## config.mk

```make
export PLATFORM = sky130hd
export DESIGN_NAME = gpr_write_arbiter_flat
export DESIGN_NICKNAME = d
export VERILOG_FILES = /design/src/rtl/gpr_write_arbiter_pkg.sv /design/src/rtl/gpr_write_arbiter_if.sv /design/src/rtl/gpr_write_arbiter_rr_arbiter2.sv /design/src/rtl/gpr_write_arbiter.sv /design/src/flat_wrapper.sv
export SDC_FILE = /design/constraint.sdc
export NUM_CORES = 1
export LEC_CHECK = 0
export ABC_AREA = 1
export BUFFER_PORTS_ARGS = -buffer_cell sky130_fd_sc_hd__buf_2
export CORE_MARGIN = 3
export CORE_UTILIZATION = 44
export DETAILED_ROUTE_END_ITERATION = 10
export PLACE_DENSITY = 0.87
export SETUP_SLACK_MARGIN = 0.05
export SLEW_MARGIN = 25
export SYNTH_ARGS = -nofsm -noshare
export SYNTH_HDL_FRONTEND = slang
export SYNTH_SLANG_ARGS = --single-unit
```

## constraint.sdc

```tcl
create_clock -name clk -period 2.1 [get_ports clk]
set_clock_uncertainty 0.15 [all_clocks]
set_input_delay 0.21 -clock clk [delete_from_list [all_inputs] [get_ports clk]]
set_output_delay 0.21 -clock clk [all_outputs]
set_load 0.02 [all_outputs]
```

## src/rtl/gpr_write_arbiter_pkg.sv

```systemverilog
// Shared types, widths and helpers for the GPR write-back arbiter.
package gpr_arb_pkg;

   localparam int DATA_W   = 20;
   localparam int HALF_W   = 10;
   localparam int IDX_W    = 3;
   localparam int NUM_REGS = 6;

   localparam logic [DATA_W-1:0] FULL_MASK = 20'hFFFFF;
   localparam logic [DATA_W-1:0] HALF_MASK = 20'h003FF;

   typedef enum logic [1:0] {
      RUN   = 2'd0,
      DRAIN = 2'd1,
      TRAP  = 2'd2
   } arb_state_e;

   typedef enum logic {
      REQ_ALU = 1'b0,
      REQ_MEM = 1'b1
   } req_e;

   // Register index 0 is reserved and anything above the last GPR is illegal.
   function automatic logic idx_legal(input logic [IDX_W-1:0] idx,
                                      input logic [IDX_W-1:0] max_idx);
      return (idx != {IDX_W{1'b0}}) && (idx <= max_idx);
   endfunction

endpackage

```

## src/rtl/gpr_write_arbiter_if.sv

```systemverilog
// Requester handshakes, trap controls and register-file write port of the arbiter.
interface gpr_write_arbiter_if #(
   parameter int DATA_W = gpr_arb_pkg::DATA_W,
   parameter int IDX_W  = gpr_arb_pkg::IDX_W
);
   logic              alu_valid;
   logic              alu_ready;
   logic [IDX_W-1:0]  alu_idx;
   logic [DATA_W-1:0] alu_data;
   logic              alu_half;

   logic              mem_valid;
   logic              mem_ready;
   logic [IDX_W-1:0]  mem_idx;
   logic [DATA_W-1:0] mem_data;
   logic              mem_half;

   logic              trap_req;
   logic              trap_clear;

   logic              wr_en;
   logic [IDX_W-1:0]  wr_idx;
   logic [DATA_W-1:0] wr_data;
   logic [DATA_W-1:0] wr_mask;
   logic              same_register_flag;
   logic              index_error;
   logic              trap_mode;

   // Pipeline side: drives requests and trap controls, observes grants and the write port.
   modport master (
      output alu_valid, alu_idx, alu_data, alu_half,
      output mem_valid, mem_idx, mem_data, mem_half,
      output trap_req, trap_clear,
      input  alu_ready, mem_ready,
      input  wr_en, wr_idx, wr_data, wr_mask,
      input  same_register_flag, index_error, trap_mode
   );

   // Arbiter side.
   modport slave (
      input  alu_valid, alu_idx, alu_data, alu_half,
      input  mem_valid, mem_idx, mem_data, mem_half,
      input  trap_req, trap_clear,
      output alu_ready, mem_ready,
      output wr_en, wr_idx, wr_data, wr_mask,
      output same_register_flag, index_error, trap_mode
   );
endinterface

```

## src/rtl/gpr_write_arbiter_rr_arbiter2.sv

```systemverilog
// Two-input round-robin grant; priority flips to the other input after every grant.
module rr_arbiter2 (
   input  logic       clk,
   input  logic       rst_n,
   input  logic       en_i,
   input  logic [1:0] req_i,   // [0] = ALU, [1] = MEM
   output logic [1:0] gnt_o
);
   import gpr_arb_pkg::*;

   req_e prio_q;
   req_e prio_d;

   // Grant: the lone requester wins, otherwise the priority holder wins.
   always_comb begin
      gnt_o = 2'b00;
      if (!en_i) begin
         gnt_o = 2'b00;
      end else if (req_i == 2'b11) begin
         gnt_o = (prio_q == REQ_ALU) ? 2'b01 : 2'b10;
      end else begin
         gnt_o = req_i;
      end
   end

   // Priority moves away from whoever was just served.
   always_comb begin
      prio_d = prio_q;
      if (gnt_o[0]) begin
         prio_d = REQ_MEM;
      end else if (gnt_o[1]) begin
         prio_d = REQ_ALU;
      end else begin
         prio_d = prio_q;
      end
   end

   // Priority register, ALU first out of reset.
   always_ff @(posedge clk or negedge rst_n) begin
      if (!rst_n) begin
         prio_q <= REQ_ALU;
      end else begin
         prio_q <= prio_d;
      end
   end

endmodule

```

## src/rtl/gpr_write_arbiter.sv

```systemverilog
// GPR write-back arbiter: ALU vs memory-load round robin, trap freeze FSM and
// a registered register-file write port with half-word masking and error flags.
module gpr_write_arbiter #(
   parameter int DATA_W   = gpr_arb_pkg::DATA_W,
   parameter int NUM_REGS = gpr_arb_pkg::NUM_REGS,
   parameter int IDX_W    = gpr_arb_pkg::IDX_W
) (
   input logic                 clk,
   input logic                 rst_n,
   gpr_write_arbiter_if.slave  bus
);
   import gpr_arb_pkg::*;

   localparam logic [IDX_W-1:0]  MAX_IDX   = IDX_W'(NUM_REGS);
   localparam logic [DATA_W-1:0] MASK_FULL = DATA_W'(FULL_MASK);
   localparam logic [DATA_W-1:0] MASK_HALF = DATA_W'(HALF_MASK);

   arb_state_e        state_q, state_d;
   logic              arb_en_s;
   logic [1:0]        gnt_s;
   logic              sel_any_s;
   logic [IDX_W-1:0]  sel_idx_s;
   logic [DATA_W-1:0] sel_data_s;
   logic              sel_half_s;
   logic              sel_legal_s;

   logic              wr_en_q, wr_en_d;
   logic [IDX_W-1:0]  wr_idx_q, wr_idx_d;
   logic [DATA_W-1:0] wr_data_q, wr_data_d;
   logic [DATA_W-1:0] wr_mask_q, wr_mask_d;
   logic              same_q, same_d;
   logic              idx_err_q, idx_err_d;
   logic              trap_mode_q, trap_mode_d;

   // Writes are only accepted in RUN and never in the cycle a trap is requested.
   assign arb_en_s = (state_q == RUN) && !bus.trap_req;

   rr_arbiter2 u_rr (
      .clk   (clk),
      .rst_n (rst_n),
      .en_i  (arb_en_s),
      .req_i ({bus.mem_valid, bus.alu_valid}),
      .gnt_o (gnt_s)
   );

   assign bus.alu_ready = gnt_s[0];
   assign bus.mem_ready = gnt_s[1];

   // Trap FSM next state: DRAIN lets the last accepted write leave before TRAP.
   always_comb begin
      state_d = state_q;
      case (state_q)
         RUN: begin
            if (bus.trap_req) begin
               state_d = DRAIN;
            end else begin
               state_d = RUN;
            end
         end
         DRAIN: begin
            state_d = TRAP;
         end
         TRAP: begin
            if (bus.trap_clear && !bus.trap_req) begin
               state_d = RUN;
            end else begin
               state_d = TRAP;
            end
         end
         default: begin
            state_d = RUN;
         end
      endcase
   end

   // Payload of the granted requester.
   always_comb begin
      sel_any_s  = 1'b0;
      sel_idx_s  = {IDX_W{1'b0}};
      sel_data_s = {DATA_W{1'b0}};
      sel_half_s = 1'b0;
      if (gnt_s[0]) begin
         sel_any_s  = 1'b1;
         sel_idx_s  = bus.alu_idx;
         sel_data_s = bus.alu_data;
         sel_half_s = bus.alu_half;
      end else if (gnt_s[1]) begin
         sel_any_s  = 1'b1;
         sel_idx_s  = bus.mem_idx;
         sel_data_s = bus.mem_data;
         sel_half_s = bus.mem_half;
      end else begin
         sel_any_s  = 1'b0;
      end
   end

   assign sel_legal_s = idx_legal(sel_idx_s, MAX_IDX);

   // Next write-port and flag values; illegal targets complete the handshake but never write.
   always_comb begin
      wr_en_d     = sel_any_s && sel_legal_s;
      wr_idx_d    = {IDX_W{1'b0}};
      wr_data_d   = {DATA_W{1'b0}};
      wr_mask_d   = {DATA_W{1'b0}};
      idx_err_d   = sel_any_s && !sel_legal_s;
      same_d      = (state_q == RUN) && bus.alu_valid && bus.mem_valid &&
                    (bus.alu_idx == bus.mem_idx) && idx_legal(bus.alu_idx, MAX_IDX);
      trap_mode_d = (state_d == TRAP);
      if (wr_en_d) begin
         wr_idx_d = sel_idx_s;
         if (sel_half_s) begin
            wr_data_d = sel_data_s & MASK_HALF;
            wr_mask_d = MASK_HALF;
         end else begin
            wr_data_d = sel_data_s;
            wr_mask_d = MASK_FULL;
         end
      end else begin
         wr_idx_d  = {IDX_W{1'b0}};
      end
   end

   // FSM state register.
   always_ff @(posedge clk or negedge rst_n) begin
      if (!rst_n) begin
         state_q <= RUN;
      end else begin
         state_q <= state_d;
      end
   end

   // Registered write port and one-cycle status pulses.
   always_ff @(posedge clk or negedge rst_n) begin
      if (!rst_n) begin
         wr_en_q     <= 1'b0;
         wr_idx_q    <= {IDX_W{1'b0}};
         wr_data_q   <= {DATA_W{1'b0}};
         wr_mask_q   <= {DATA_W{1'b0}};
         same_q      <= 1'b0;
         idx_err_q   <= 1'b0;
         trap_mode_q <= 1'b0;
      end else begin
         wr_en_q     <= wr_en_d;
         wr_idx_q    <= wr_idx_d;
         wr_data_q   <= wr_data_d;
         wr_mask_q   <= wr_mask_d;
         same_q      <= same_d;
         idx_err_q   <= idx_err_d;
         trap_mode_q <= trap_mode_d;
      end
   end

   assign bus.wr_en              = wr_en_q;
   assign bus.wr_idx             = wr_idx_q;
   assign bus.wr_data            = wr_data_q;
   assign bus.wr_mask            = wr_mask_q;
   assign bus.same_register_flag = same_q;
   assign bus.index_error        = idx_err_q;
   assign bus.trap_mode          = trap_mode_q;

endmodule

```

## src/flat_wrapper.sv

```systemverilog
// flat-port wrapper written by rule: the top's interface ports become plain ports
module gpr_write_arbiter_flat import gpr_arb_pkg::*;
#(
   parameter int DATA_W   = gpr_arb_pkg::DATA_W,
   parameter int NUM_REGS = gpr_arb_pkg::NUM_REGS,
   parameter int IDX_W    = gpr_arb_pkg::IDX_W
)
  (clk, rst_n, bus_alu_valid, bus_alu_idx, bus_alu_data, bus_alu_half, bus_mem_valid, bus_mem_idx, bus_mem_data, bus_mem_half, bus_trap_req, bus_trap_clear, bus_alu_ready, bus_mem_ready, bus_wr_en, bus_wr_idx, bus_wr_data, bus_wr_mask, bus_same_register_flag, bus_index_error, bus_trap_mode);
  gpr_write_arbiter_if #(.DATA_W(DATA_W), .IDX_W(IDX_W)) bus_i ();
  input logic clk;
  input logic rst_n;
  input wire logic [$bits(bus_i.alu_valid)-1:0] bus_alu_valid;
  input wire logic [$bits(bus_i.alu_idx)-1:0] bus_alu_idx;
  input wire logic [$bits(bus_i.alu_data)-1:0] bus_alu_data;
  input wire logic [$bits(bus_i.alu_half)-1:0] bus_alu_half;
  input wire logic [$bits(bus_i.mem_valid)-1:0] bus_mem_valid;
  input wire logic [$bits(bus_i.mem_idx)-1:0] bus_mem_idx;
  input wire logic [$bits(bus_i.mem_data)-1:0] bus_mem_data;
  input wire logic [$bits(bus_i.mem_half)-1:0] bus_mem_half;
  input wire logic [$bits(bus_i.trap_req)-1:0] bus_trap_req;
  input wire logic [$bits(bus_i.trap_clear)-1:0] bus_trap_clear;
  output wire logic [$bits(bus_i.alu_ready)-1:0] bus_alu_ready;
  output wire logic [$bits(bus_i.mem_ready)-1:0] bus_mem_ready;
  output wire logic [$bits(bus_i.wr_en)-1:0] bus_wr_en;
  output wire logic [$bits(bus_i.wr_idx)-1:0] bus_wr_idx;
  output wire logic [$bits(bus_i.wr_data)-1:0] bus_wr_data;
  output wire logic [$bits(bus_i.wr_mask)-1:0] bus_wr_mask;
  output wire logic [$bits(bus_i.same_register_flag)-1:0] bus_same_register_flag;
  output wire logic [$bits(bus_i.index_error)-1:0] bus_index_error;
  output wire logic [$bits(bus_i.trap_mode)-1:0] bus_trap_mode;
  assign bus_i.alu_valid = bus_alu_valid;
  assign bus_i.alu_idx = bus_alu_idx;
  assign bus_i.alu_data = bus_alu_data;
  assign bus_i.alu_half = bus_alu_half;
  assign bus_i.mem_valid = bus_mem_valid;
  assign bus_i.mem_idx = bus_mem_idx;
  assign bus_i.mem_data = bus_mem_data;
  assign bus_i.mem_half = bus_mem_half;
  assign bus_i.trap_req = bus_trap_req;
  assign bus_i.trap_clear = bus_trap_clear;
  assign bus_alu_ready = bus_i.alu_ready;
  assign bus_mem_ready = bus_i.mem_ready;
  assign bus_wr_en = bus_i.wr_en;
  assign bus_wr_idx = bus_i.wr_idx;
  assign bus_wr_data = bus_i.wr_data;
  assign bus_wr_mask = bus_i.wr_mask;
  assign bus_same_register_flag = bus_i.same_register_flag;
  assign bus_index_error = bus_i.index_error;
  assign bus_trap_mode = bus_i.trap_mode;
  gpr_write_arbiter #(.DATA_W(DATA_W), .NUM_REGS(NUM_REGS), .IDX_W(IDX_W)) u_core (.clk(clk), .rst_n(rst_n), .bus(bus_i));
endmodule
```

== Word-level counts from Yosys, hierarchy flattened ==
Index checks and enable logic that the tools add are counted.
Operators by class
  muxes and demuxes: 21
  magnitude comparators: 2
  reductions and logical operators: 16
  equal/unequal tests: 5
Operator list (count)
  2-to-1 mux 20 bit: 6
  logical AND 1 bit: 10
  2-to-1 mux 3 bit: 3
  2-to-1 mux 2 bit: 4
  2-to-1 mux 1 bit: 7
  == test 2 bit (second input constant): 3
  <= comparator 3 bit (second input constant): 2
  one-hot mux 2 bit (3 select lines): 1
  nonzero test 3 bit: 2
  == test 3 bit: 1
  == test 2 x 1 -> 1 bit (second input constant): 1
  logical NOT 1 bit: 2
  logical NOT 2 bit: 1
  nonzero test 2 bit: 1
Storage, ports and cells
  register bits: 50
  logic and storage cells: 53
  output and inout bits: 49
  bits of input ports: 54

== Logic depth before layout (Yosys ltp) ==
  depth in word-level cells: 9
  mapped depth: 10
  mapped depth without buffers: 10

== Hierarchy ==
A second synthesis with hierarchy kept.
Second synthesis, totals
  cell total of the unflattened synthesis: 197
  area total of the unflattened synthesis: 1671.6 sq um
By module, submodules not included
  gpr_write_arbiter: seq. area each 750.7 sq um, cells an instance 185, area each 1600.3 sq um, times used 1
  rr_arbiter2: seq. area each 25.0 sq um, cells an instance 12, area each 71.3 sq um, times used 1

== Worst setup path before layout ==
No wires, ideal clock.
  path kind: reg-to-reg
  start point: reg u_core.state_q[1]
  end point: reg u_core.wr_data_q[9], in the netlist u_core.bus.wr_data[9]
  path buffers: 1
  library setup time: 0.123 ns
  period minus slack after synthesis: 1.586 ns
  setup slack: 0.514 ns
  required time: 1.827 ns
  stages on the path, launching flop included: 10
  arrival: 1.313 ns
  cell sequence: dfrtp_1 > nor2_4 > nand2_4 > nor2_8 > nand2_1 > nand2_1 > nand2_1 > nand2_2 > buf_6 > a21oi_2
Between the ends
  longest elaborated chain between the ends: 9
  elaborated cells between the ends (all ways): 15
  those cells by class: order compare (1); mux (9); reduce/logical (5)
RTL lines
  from (decl): RTL line gpr_write_arbiter.sv:18  | arb_state_e state_q, state_d;
  from (signal assigned): RTL line gpr_write_arbiter.sv:128  | state_q <= state_d;
  logical NOT 2 bit (*): RTL line gpr_write_arbiter.sv:36  | assign arb_en_s = (state_q == RUN) && !bus.trap_req;
  logical AND 1 bit (*): RTL line gpr_write_arbiter.sv:36
  2-to-1 mux 2 bit (*): RTL line gpr_write_arbiter_rr_arbiter2.sv:17  | if (!en_i) begin
  2-to-1 mux 3 bit: RTL line gpr_write_arbiter.sv:87  | end else if (gnt_s[1]) begin
  2-to-1 mux 3 bit: RTL line gpr_write_arbiter.sv:82  | if (gnt_s[0]) begin
  <= comparator 3 bit or nonzero test 3 bit (tied branches): RTL line gpr_write_arbiter_pkg.sv:26  | return (idx != {IDX_W{1'b0}}) && (idx <= max_idx);
  logical AND 1 bit: RTL line gpr_write_arbiter_pkg.sv:26
  logical AND 1 bit: RTL line gpr_write_arbiter.sv:101  | wr_en_d = sel_any_s && sel_legal_s;
  2-to-1 mux 20 bit (*): RTL line gpr_write_arbiter.sv:109  | if (wr_en_d) begin
  named net u_core.wr_data_d[9]: RTL line gpr_write_arbiter.sv:29  | logic [DATA_W-1:0] wr_data_q, wr_data_d;
  to (signal assigned): RTL line gpr_write_arbiter.sv:137  | wr_data_q <= {DATA_W{1'b0}};
  to (signal assigned): RTL line gpr_write_arbiter.sv:145  | wr_data_q <= wr_data_d;
  to (decl): RTL line gpr_write_arbiter.sv:29
Mark *: on every way through the listed nets, which the timed path passes. The rest lies on a longest branch.
A chain may end at the register's enable or synchronous reset.

== Final worst setup path ==
  start point: reg u_core.state_q[1]
  end point: out bus_alu_ready
Between the ends
  longest elaborated chain between the ends: 3
RTL lines
  logical NOT 2 bit: RTL line gpr_write_arbiter.sv:36
  logical AND 1 bit: RTL line gpr_write_arbiter.sv:36
  2-to-1 mux 2 bit: RTL line gpr_write_arbiter_rr_arbiter2.sv:17
  to (decl): RTL line flat_wrapper.sv:22  | output wire logic [$bits(bus_i.alu_ready)-1:0] bus_alu_ready;
No other way between the ends.

==> flow_summary.toml <==
[drt]
dr.pass1.iters = 4
drt_iter0_drc = 67
wire_per_inst_um = 11.55
drc = 0
viasPerCell = 4.477
antenna_left = 0
vias = 1585
wirelength_mm = 4.088

[synth]
ys_top_cells_by_count = "nand2_1 (88), dfrtp_1 (31), buf_4 (21), a21oi_2 (20), inv_1 (19)"
yosysMostFrequentCell = "nand2_1"
ys_top_cells_by_area = "dfrtp_1 (44%), nand2_1 (19%), a21oi_2 (10%), buf_4 (9.0%), inv_1 (4.1%)"
synthArstFlopShare = 1.000
synth.distinct_cells = 24
yosysTopAreaCell = "dfrtp_1"
synth_edf_count = 0
seq_area_frac_synth = 0.4410
ys_warn_count = 0
avgSynthCellArea_um2 = 8.107
synth_top_cell_area_share = 0.4410
ys_seq_elements = 31
synth_cells = 217
mappedNetlistArea_mm2 = 0.001759
synthFlopType = "dfrtp_1"
synthesis.nets = 271

[global_route]
grt_pass1_wl_mm = 6.713
grt-ovfl-total = 0
grt_max_degree = 32
grt_usage = 0.1748
grt_pass1_vias = 1502
antenna_found_initial = 0

[critical_path]
crit_type = "reg -> out"
required_ns = 1.74
endpoint_kind = "primary output"
cp.arrival_ns = 1.57
setup.worst_path.start = "u_core.state_q[1]"
crit_fanout = 14
start_kind = "flop"
rr_startpoint = "u_core.state_q[1]"

[timing]
slew_headroom = 0.5458
fin_tns_setup_ns = 0
finalCritPeriodShare = 0.9183
maxSlewViolCount = 0
rsz0062_at_grt = "false"
fmax_mhz = 518.6
min_period_ns = 1.928
hold_viol_final = 0
worstMarginPinSlew_ns = 0.6813
setup_viol = 0

[floorplanning]
core_area_mm2 = 0.003744
start_util = 0.4699
io_pins = 103
dieArea_mm2 = 0.004793
die_w_um = 69.23
die_height_um = 69.23
rows = 22

[pwr]
vdd_drop_max_mv = 0.3886
switching_share = 0.4409
power_mw = 2.453
power.switching_mw = 1.081
p_leak_nw = 1.357
p_per_area_mw_per_mm2 = 1066
cell_internal_pwr_mw = 1.371
pwr-share-seq = 0.314
clockPowerShare = 0.204
p_comb_frac = 0.482

[cells_and_area]
area_growth_syn_to_layout_pct = 30.80
postLayoutCellArea_mm2 = 0.002301
final_util = 0.6146
finalNetCount = 359
antennaDiodeCount = 0
drive_above_1_share = 0.4739

[clock_network]
insertion_delay_ns = 0.28
root_buffer = "clkbuf_8"
clk_path_buf_depth = 2
cts.sinks = 31
clkSlewWorstSetupHoldPaths_ns = 0.06
htreeDepth = 2
cts_made_buffers = 5
tritoncts = "yes"

[placement]
gp_congestion = 0.9022
io_buffers = 102
placed_area_mm2 = 0.002181
hpwl_mm = 3.188

[hold_path]
worstHoldStart = "bus_mem_valid"
hold_path_class = "in -> reg"

[flow_run]
cap_violations = 0

[outcome]
status = "finished, final reports clean"
-- final cells by class --
cell class,instances,area (um2)
fillers,329,1443
inverters,22,87.58
clock buffers,8,100.1
well taps,48,60.06
flip-flops and latches,31,775.7
multi-input cells,137,706.9
repair buffers,108,570.5
-- worst max-delay path, cell delays in order (launching register included) --
cell	delay, ns
dfrtp_1	0.43
nor2_4	0.18
nand2_4	0.09
nor2_8	0.17
buf_4	0.23
buf_2	0.19
-- cells by family (layout without fill, tap and decap cells) --
group | Yosys count | count (layout) | share of synthesized area
DFF | 31 | 31 | 0.4410
xor gates and xnor gates | 2 | 2 | 0.009959
and+or+nand+nor | 106 | 106 | 0.2575
buffers and inverters | 49 | 138 | 0.1600
AOI/OAI and AO/OA | 29 | 29 | 0.1316
-- sequential cells by signal, indices dropped and copies added (netlist names) --
signal / count
u_core.bus.wr_data: 20
u_core.bus.wr_mask: 2
u_core.bus.wr_idx: 3
u_core.bus.index_error: 1
u_core.bus.same_register_flag: 1
u_core.u_rr.prio_q: 1
u_core.bus.trap_mode: 1
u_core.state_q: 2
-- timing repair --
action / 4_1_cts / 5_1_grt
gates resized for setup: 0 / 4
endpoints found under the setup margin: 0 / 11
hold endpoints to repair: 31 / 0
buffers inserted: 0 / 0
hold buffers: 1 / 0
-- per-stage QoR --
step                      setup WS [ns]  instances  hold slack (ns)
final                            0.1715        354          0.06321
after global routing            0.03251        354          0.05671
after CTS                        0.1409        354          0.05192
after detailed placement         0.1861        345           0.1352
after global placement           0.2342        345           0.1196
after floorplan                  0.5137        217          -0.2356
-- worst paths after layout --
path	endpoint	slack (ns)	cells past startpoint
min reg2reg	u_core.u_rr.prio_q	0.33	2
min in group asynchronous	u_core.bus.wr_data[4]	0.36	2
min	u_core.bus.same_register_flag	0.06	3
max	bus_alu_ready	0.17	5
max reg2reg	u_core.bus.wr_data[19]	0.22	9
max in group asynchronous	u_core.bus.index_error	0.99	2
-- layout by cell type (no fill, tap or decap), drive strengths merged, types with 2 or more instances in the layout --
cell type	n
a21boi	2
nand3	6
a21oi	24
o21ai	2
inv	21
nor2	7
nand2	91
dfrtp	31
buf	107
xor2	2
clkbuf	8
-- metal layers --
metal  track usage  up-vias  wire length [um]
met5             0        -                 0
met1        0.2019      681              1571
met4       0.06725        0                90
li1              -      819                 -
met3       0.06232        8               377
met2        0.2956       77              2048
-- power by group through the flow --
stage,Clock (mW),Combinational (mW),Sequential [mW]
floorplan,0,0.931,0.883
global placement,0,1.17,0.779
detailed placement,0,1.19,0.783
CTS,0.509,1.19,0.773
global route,0.546,1.28,0.794
finish,0.500,1.18,0.770
(Power assumes the default switching activity.)
